`src/rtl/id_ex_stage_reg.sv`:
```
// rtl/id_ex_stage_reg.sv - ID/EX pipeline register with load-use stall and bubble insertion
// Optional build macro: ID_EX_PERF_CNT_EN adds bubble_cnt/flush_cnt performance counters.
module id_ex_stage_reg #(
    parameter int XLEN   = 32,
    parameter int REG_AW = 5,
    parameter int ALUC_W = 3
) (
    input  logic              clk,
    input  logic              rst_n,
    input  logic              validD,
    input  logic [XLEN-1:0]   RD1D,
    input  logic [XLEN-1:0]   RD2D,
    input  logic [XLEN-1:0]   PCD,
    input  logic [XLEN-1:0]   PCPlus4D,
    input  logic [XLEN-1:0]   ImmExtD,
    input  logic [REG_AW-1:0] Rs1D,
    input  logic [REG_AW-1:0] Rs2D,
    input  logic [REG_AW-1:0] RdD,
    input  logic              RegWriteD,
    input  logic              MemWriteD,
    input  logic [1:0]        ResultSrcD,
    input  logic              BranchD,
    input  logic              JumpD,
    input  logic              ALUSrcD,
    input  logic [ALUC_W-1:0] ALUControlD,
    input  logic              FlushE,
    input  logic              HoldE,
    output logic              validE,
    output logic [XLEN-1:0]   RD1E,
    output logic [XLEN-1:0]   RD2E,
    output logic [XLEN-1:0]   PCE,
    output logic [XLEN-1:0]   PCPlus4E,
    output logic [XLEN-1:0]   ImmExtE,
    output logic [REG_AW-1:0] Rs1E,
    output logic [REG_AW-1:0] Rs2E,
    output logic [REG_AW-1:0] RdE,
    output logic              RegWriteE,
    output logic              MemWriteE,
    output logic              BranchE,
    output logic              JumpE,
    output logic              ALUSrcE,
    output logic [1:0]        ResultSrcE,
    output logic [ALUC_W-1:0] ALUControlE,
    output logic              StallF,
    output logic              StallD
`ifdef ID_EX_PERF_CNT_EN
    ,
    output logic [31:0]       bubble_cnt,
    output logic [31:0]       flush_cnt
`endif
);

    typedef struct packed {
        logic              valid;
        logic [XLEN-1:0]   rd1;
        logic [XLEN-1:0]   rd2;
        logic [XLEN-1:0]   pc;
        logic [XLEN-1:0]   pc4;
        logic [XLEN-1:0]   imm;
        logic [REG_AW-1:0] rs1;
        logic [REG_AW-1:0] rs2;
        logic [REG_AW-1:0] rd;
        logic              reg_write;
        logic              mem_write;
        logic [1:0]        result_src;
        logic              branch;
        logic              jump;
        logic              alu_src;
        logic [ALUC_W-1:0] alu_ctrl;
    } ex_t;

    ex_t  ex_q, ex_d, dec;
    logic lduse;
    logic stall;

    assign dec = '{valid: validD, rd1: RD1D, rd2: RD2D, pc: PCD, pc4: PCPlus4D,
                   imm: ImmExtD, rs1: Rs1D, rs2: Rs2D, rd: RdD,
                   reg_write: RegWriteD, mem_write: MemWriteD, result_src: ResultSrcD,
                   branch: BranchD, jump: JumpD, alu_src: ALUSrcD, alu_ctrl: ALUControlD};

    // A load in E whose destination feeds the real instruction in D must wait one cycle.
    assign lduse = ex_q.valid && (ex_q.result_src == 2'b01) && (ex_q.rd != '0) && validD
                   && ((ex_q.rd == Rs1D) || (ex_q.rd == Rs2D));
    assign stall = lduse && !FlushE && !HoldE;

    always_comb begin
        ex_d = ex_q;
        if (FlushE) begin
            ex_d = '0;
        end else if (HoldE) begin
            ex_d = ex_q;
        end else if (lduse) begin
            ex_d = '0;
        end else begin
            ex_d = dec;
            if (!validD) begin
                ex_d.valid      = 1'b0;
                ex_d.reg_write  = 1'b0;
                ex_d.mem_write  = 1'b0;
                ex_d.result_src = 2'b00;
                ex_d.branch     = 1'b0;
                ex_d.jump       = 1'b0;
                ex_d.alu_src    = 1'b0;
                ex_d.alu_ctrl   = '0;
            end
        end
    end

    always_ff @(posedge clk or negedge rst_n) begin
        if (!rst_n) begin
            ex_q <= '0;
        end else begin
            ex_q <= ex_d;
        end
    end

    assign validE      = ex_q.valid;
    assign RD1E        = ex_q.rd1;
    assign RD2E        = ex_q.rd2;
    assign PCE         = ex_q.pc;
    assign PCPlus4E    = ex_q.pc4;
    assign ImmExtE     = ex_q.imm;
    assign Rs1E        = ex_q.rs1;
    assign Rs2E        = ex_q.rs2;
    assign RdE         = ex_q.rd;
    assign RegWriteE   = ex_q.reg_write;
    assign MemWriteE   = ex_q.mem_write;
    assign ResultSrcE  = ex_q.result_src;
    assign BranchE     = ex_q.branch;
    assign JumpE       = ex_q.jump;
    assign ALUSrcE     = ex_q.alu_src;
    assign ALUControlE = ex_q.alu_ctrl;
    assign StallF      = stall;
    assign StallD      = stall;

`ifdef ID_EX_PERF_CNT_EN
    logic [31:0] bubble_cnt_q, flush_cnt_q;

    always_ff @(posedge clk or negedge rst_n) begin
        if (!rst_n) begin
            bubble_cnt_q <= '0;
            flush_cnt_q  <= '0;
        end else if (!HoldE) begin
            if (stall) begin
                bubble_cnt_q <= bubble_cnt_q + 32'd1;
            end
            if (FlushE) begin
                flush_cnt_q <= flush_cnt_q + 32'd1;
            end
        end
    end

    assign bubble_cnt = bubble_cnt_q;
    assign flush_cnt  = flush_cnt_q;
`endif

endmodule

```
`config.mk`:
```
export PLATFORM = sky130hd
export DESIGN_NAME = id_ex_stage_reg
export DESIGN_NICKNAME = d
export VERILOG_FILES = /design/src/rtl/id_ex_stage_reg.sv
export SDC_FILE = /design/constraint.sdc
export NUM_CORES = 1
export LEC_CHECK = 0
export CELL_PAD_IN_SITES_DETAIL_PLACEMENT = 1
export CELL_PAD_IN_SITES_GLOBAL_PLACEMENT = 2
export CORE_AREA = 4 4 195 197
export DETAILED_ROUTE_END_ITERATION = 10
export DIE_AREA = 0 0 199 201
export PLACE_DENSITY_LB_ADDON = 0.3
export SLEW_MARGIN = 30
export SYNTH_ARGS = -nofsm -noshare
export SYNTH_HDL_FRONTEND = slang
export SYNTH_SLANG_ARGS = --single-unit
```
`constraint.sdc`:
```
create_clock -name clk -period 2.2 [get_ports clk]
set_clock_uncertainty 0.1 [all_clocks]
set_input_delay 0.44 -clock clk [delete_from_list [all_inputs] [get_ports clk]]
set_output_delay 0.44 -clock clk [all_outputs]
set_load 0.005 [all_outputs]
```
# ---- Word level (Yosys, flattened, before mapping)
# Cells that the tools add are included.
dict set report word_totals {
  regBits 186
  out_inout_bits 188
  elab_cells 35
}
dict set report classes {
  n_eq_ne 4
  muxes 5
  reduce_logical 10
}
# op n
set ops {}
lappend ops {{2-to-1 mux 186 bit} 3}
lappend ops {{== test 5 bit} 2}
lappend ops {{2-to-1 mux 10 bit} 1}
lappend ops {{logical AND 1 bit} 6}
lappend ops {{nonzero test 5 bit} 1}
lappend ops {{== test 2 x 1 -> 1 bit (second input constant)} 1}
lappend ops {{zero test 1 bit} 2}
lappend ops {{!= test 2 bit (second input constant)} 1}
lappend ops {{logical OR 1 bit} 1}
lappend ops {{2-to-1 mux 1 bit} 1}

# ---- Depth between registers and ports, before layout
dict set report depth {
  depth_word 8
  depth_mapped 7
  ltp_nobuf 5
}

# ---- Least setup slack after synthesis
# OpenSTA, ideal clock, no wires.
dict set report synth_path {
  kind {reg-to-output}
  start {register ex_q, in the netlist RdE[0]}
  end {output StallF}
  t_arrival_ns 1.725
  path_slack_ns -0.065
  path_stages_with_launch 6
  path_buffers 2
  path_cell_list {dfrtp_1 or4_1 o221ai_2 buf_2 nor3_1 buf_4}
}
dict set report synth_via {
  elab_chain_len 6
  elab_cells_between_ends 9
}
# element line
set synth_rtl {}
lappend synth_rtl {{from (decl)} 72} ;# ex_t ex_q, ex_d, dec;
lappend synth_rtl {{from (signal assigned)} 111} ;# ex_q <= '0;
lappend synth_rtl {{from (signal assigned)} 113} ;# ex_q <= ex_d;
lappend synth_rtl {{nonzero test 5 bit} 82} ;# assign lduse = ex_q.valid && (ex_q.result_src == 2'b01) && (ex_q.rd != '0) && validD
lappend synth_rtl {{logical AND 1 bit (2 in series)} 82}
lappend synth_rtl {{logical AND 1 bit *} 83} ;# && ((ex_q.rd == Rs1D) || (ex_q.rd == Rs2D));
lappend synth_rtl {{logical AND 1 bit * (2 in series)} 84} ;# assign stall = lduse && !FlushE && !HoldE;
lappend synth_rtl {{to (decl)} 44} ;# output logic StallF,
# Every way passes the cells marked *; elsewhere a longest branch is shown, timed or not.

# ---- Final worst setup path
dict set report layout_path {
  start {register ex_q, in the netlist RdE[2]}
  end {output StallF}
}
# Same word-level chain as after synthesis.

==> summary.txt <==
Detailed routing
  – Detailed-routing iteration count for the pre-antenna-repair pass: 6
  – Post-route DRC violation count: 0
  – Routed length per placed instance: 23.45 µm
  – Detailed-route wire length: 35480 µm
  – Remaining antenna violation count after routing: 0
  – Number of vias after detailed routing: 7301
  – Detailed Route Iter0 Violations: 301
  – Detailed-route vias per instance: just under 5

Timing
  – Final number of setup-violating endpoints: 180
  – Setup tns final: -19.18 ns
  – RSZ-0062 raised after global routing: yes
  – Number of failing hold endpoints at the final stage: 0
  – Tcrit/Tclk final: 1.128
  – Worst Max-Slew Pin Slew: 0.8832 ns
  – Min Hold Slack: 0.3206 ns
  – Max frequency: ~400 MHz
  – Setup slack of the critical path after layout: -0.2821 ns
  – Fin. max-slew vios: 0
  – Minimum period implied by the final worst setup slack: between 2 and 2.5 ns
  – Max-slew headroom: 0.4100

Power and ir drop
  – Portion of total power attributed to sequential cells: 0.453
  – Relative contribution of combinational cells to total power: 0.177
  – Clock power frac: 0.370
  – Sw power: 2.110 mW
  – Design internal power: a little over 6 mW
  – Leakage power figure: around 5.8 nW
  – Switching share of power: 0.2568
  – Peak supply drop: 0.5317 mV
  – Pwr Density: 594.1 nW/µm²

Setup path
  – Arrival @ worst endpoint: 1.94 ns
  – Worst setup path class: reg2out
  – Worst-path maximum fanout: 3
  – Req. time, crit path: roughly 1.7 ns
  – Critical Path Start Type: flop
  – Category of the worst setup path capture point: primary output

Logic synthesis
  – Post-synth net total: 852
  – Number of synthesized register bits: 186
  – Avg Inst Size Synth: between 10 and 15 µm²
  – Part of the Yosys area used for sequential elements: 0.5628
  – Synth Instances: approximately 660
  – Count of yosys warnings during synthesis: 0
  – Cell variety after synth: 17
  – Cell Area, Synth: 8270 µm²

Clocking
  – Number of buffers created by CTS: 17
  – Clock insertion delay at the later pin of the skew report: 0.44 ns
  – CTS HTree Levels: 4
  – CTS sink count: ~190
  – CTS tree: done
  – Root buffer cell: clkbuf_16
  – CTS Buffer Depth: 2
  – Reg clk slew, reported paths: 0.07 ns

Global route
  – Maximum number of pins on one net before global-route repair: 97
  – Global-route wire length before repair: 52050 µm
  – Initial antenna violation count: 2
  – Total global routing track utilization: 0.1684
  – Number of global-route vias before repair: ~8000
  – Overflow after GRT: 0

Run status
  – Failing checks: negative setup slack
  – Status: complete, but fails checks

Final layout
  – Commonest non-fill, non-tap cells in the layout: clkdlybuf4s50_1 (370), dfrtp_1 (182), nor3b_1 (175), a22o_1 (170), clkbuf_16 (24)
  – Fraction of final layout cells sized beyond drive strength 1: 0.1044
  – Number of fillers in the final layout: 3872
  – Multi-input gate area: 3301 µm²
  – Commonest non-fill, non-tap cell in the layout: clkdlybuf4s50_1
  – # nets final: 1223
  – Storage element area: ~4700 µm²
  – Final instance area: 13830 µm²
  – Number of standard cells in the final layout excluding fillers: 1513
  – Layout overhead on the synthesized area: 67.25%

Place
  – Routability congestion estimate: between 0.7 and 0.8
  – Worst setup timing slack at the placement stage: -0.7970 ns
  – Post-place instance area: 12620 µm²
  – Placed cell count: around 1500
  – Post-DP HPWL: 21230 µm
  – Buffers on Ports: 377

Flow run
  – Max-capacitance violation count: 0

Die
  – Effective utilization at floorplan: 0.2281
  – Core footprint: 36260 µm²
  – Die outline width: 199 µm
  – Number of primary I/O pins: 378
  – Die span in y: 201 µm
  – Std cell rows: 70
  – Die area: 40000 µm²

Worst hold path
  – Classification of the worst-slack hold path: in2reg
[routing by layer]
layer  up-vias  track usage  wire length, µm
met1      3798       0.2214            15980
met2       218       0.2743            16810
li1       3261            -                -
met5         -            0               13
met3        22      0.04901             2228
met4         2      0.03981              455
[worst paths after layout]
| check | from | end | slack [ns] | cells past startpoint |
|---|---|---|---|---|
| max | RdE[2] | StallF | -0.28 | 5 |
| min | FlushE | RD1E[4] | 0.32 | 3 |
| max reg2reg | RdE[2] | ALUControlE[1] | -0.19 | 9 |
| min reg2reg | JumpE | JumpE | 0.39 | 1 |
| max in group asynchronous | rst_n | ImmExtE[25] | 0.98 | 3 |
| min in group asynchronous | rst_n | RD1E[0] | 0.35 | 2 |
[cells by family after synthesis]
group           count (synthesis)  synth area share
compound gates                187            0.2012
simple gates                  195            0.1738
buf+inv                        84           0.05159
flops                         186            0.5628
xor+xnor                       10           0.01059
[registers in the layout (all words and copies together) (netlist names)]
name and cells:
ResultSrcE 2, JumpE 1, Rs1E 5, MemWriteE 1, validE 1, RegWriteE 1
BranchE 1, ALUSrcE 1, ALUControlE 3, PCPlus4E 32, RdE 5, ImmExtE 32
Rs2E 5, RD1E 32, PCE 32, RD2E 32
[metrics by stage]
| stage | utilization | power, mW |
|---|---|---|
| 3_3_place_gp | 0.3480 | 5.226 |
| 5_1_grt | 0.3815 | 8.606 |
| 3_5_place_dp | 0.3480 | 5.234 |
| 6_report | 0.3815 | 8.218 |
| 4_1_cts | 0.3732 | 8.347 |
| 2_1_floorplan | - | 4.226 |
[repair_timing]
| action | in CTS | in global routing |
|---|---|---|
| buffers inserted | 7 | 6 |
| gates cloned | 8 | 7 |
| hold buffers | 1 | 0 |
| resized for setup | 29 | 26 |
| endpoints found under the hold margin | 23 | 0 |
| setup endpoints to repair | 127 | 189 |
| pin swaps | 4 | 9 |
[Yosys cell counts]
library cell	count	area, µm²
a22o_1	170	1489
a32o_1	16	160.2
and4b_1	1	10.01
buf_2	5	25.02
buf_4	4	30.03
buf_6	12	135.1
clkbuf_1	62	232.7
dfrtp_1	186	4654
inv_1	1	3.750
nand3_1	2	10.01
nor2b_1	13	81.33
nor3_1	3	15.01
nor3b_1	175	1314
o221ai_2	1	15.01
or4_1	1	7.510
xnor2_1	6	52.55
xor2_1	4	35.03
[power by group through the flow]
stage / combinational, mW / sequential [mW] / clock, mW
floorplan: 0.437 / 3.79 / 0
global placement: 1.45 / 3.78 / 0
detailed placement: 1.45 / 3.78 / 0
CTS: 1.47 / 3.72 / 3.16
global route: 1.57 / 3.75 / 3.29
finish: 1.45 / 3.72 / 3.04
[layout make-up]
| cell class | count | share of cell area |
|---|---|---|
| Tap cell | 468 | 0.04233 |
| Clock inverter | 7 | 0.004071 |
| Sequential cell | 186 | 0.3369 |
| Multi-Input combinational cell | 392 | 0.2386 |
| Inverter | 1 | 0.0002714 |
| Antenna cell | 1 | 0.0001809 |
| Clock buffer | 23 | 0.03600 |
| Timing Repair Buffer | 435 | 0.3417 |
[worst max-delay path, cell delays in order (launching register included)]
cell	delay, ns
dfrtp_2	0.45
buf_4	0.15
or4_4	0.48
o221ai_4	0.22
nor3_4	0.07
buf_2	0.13
Note: power is estimated with default switching activity, not from simulation.
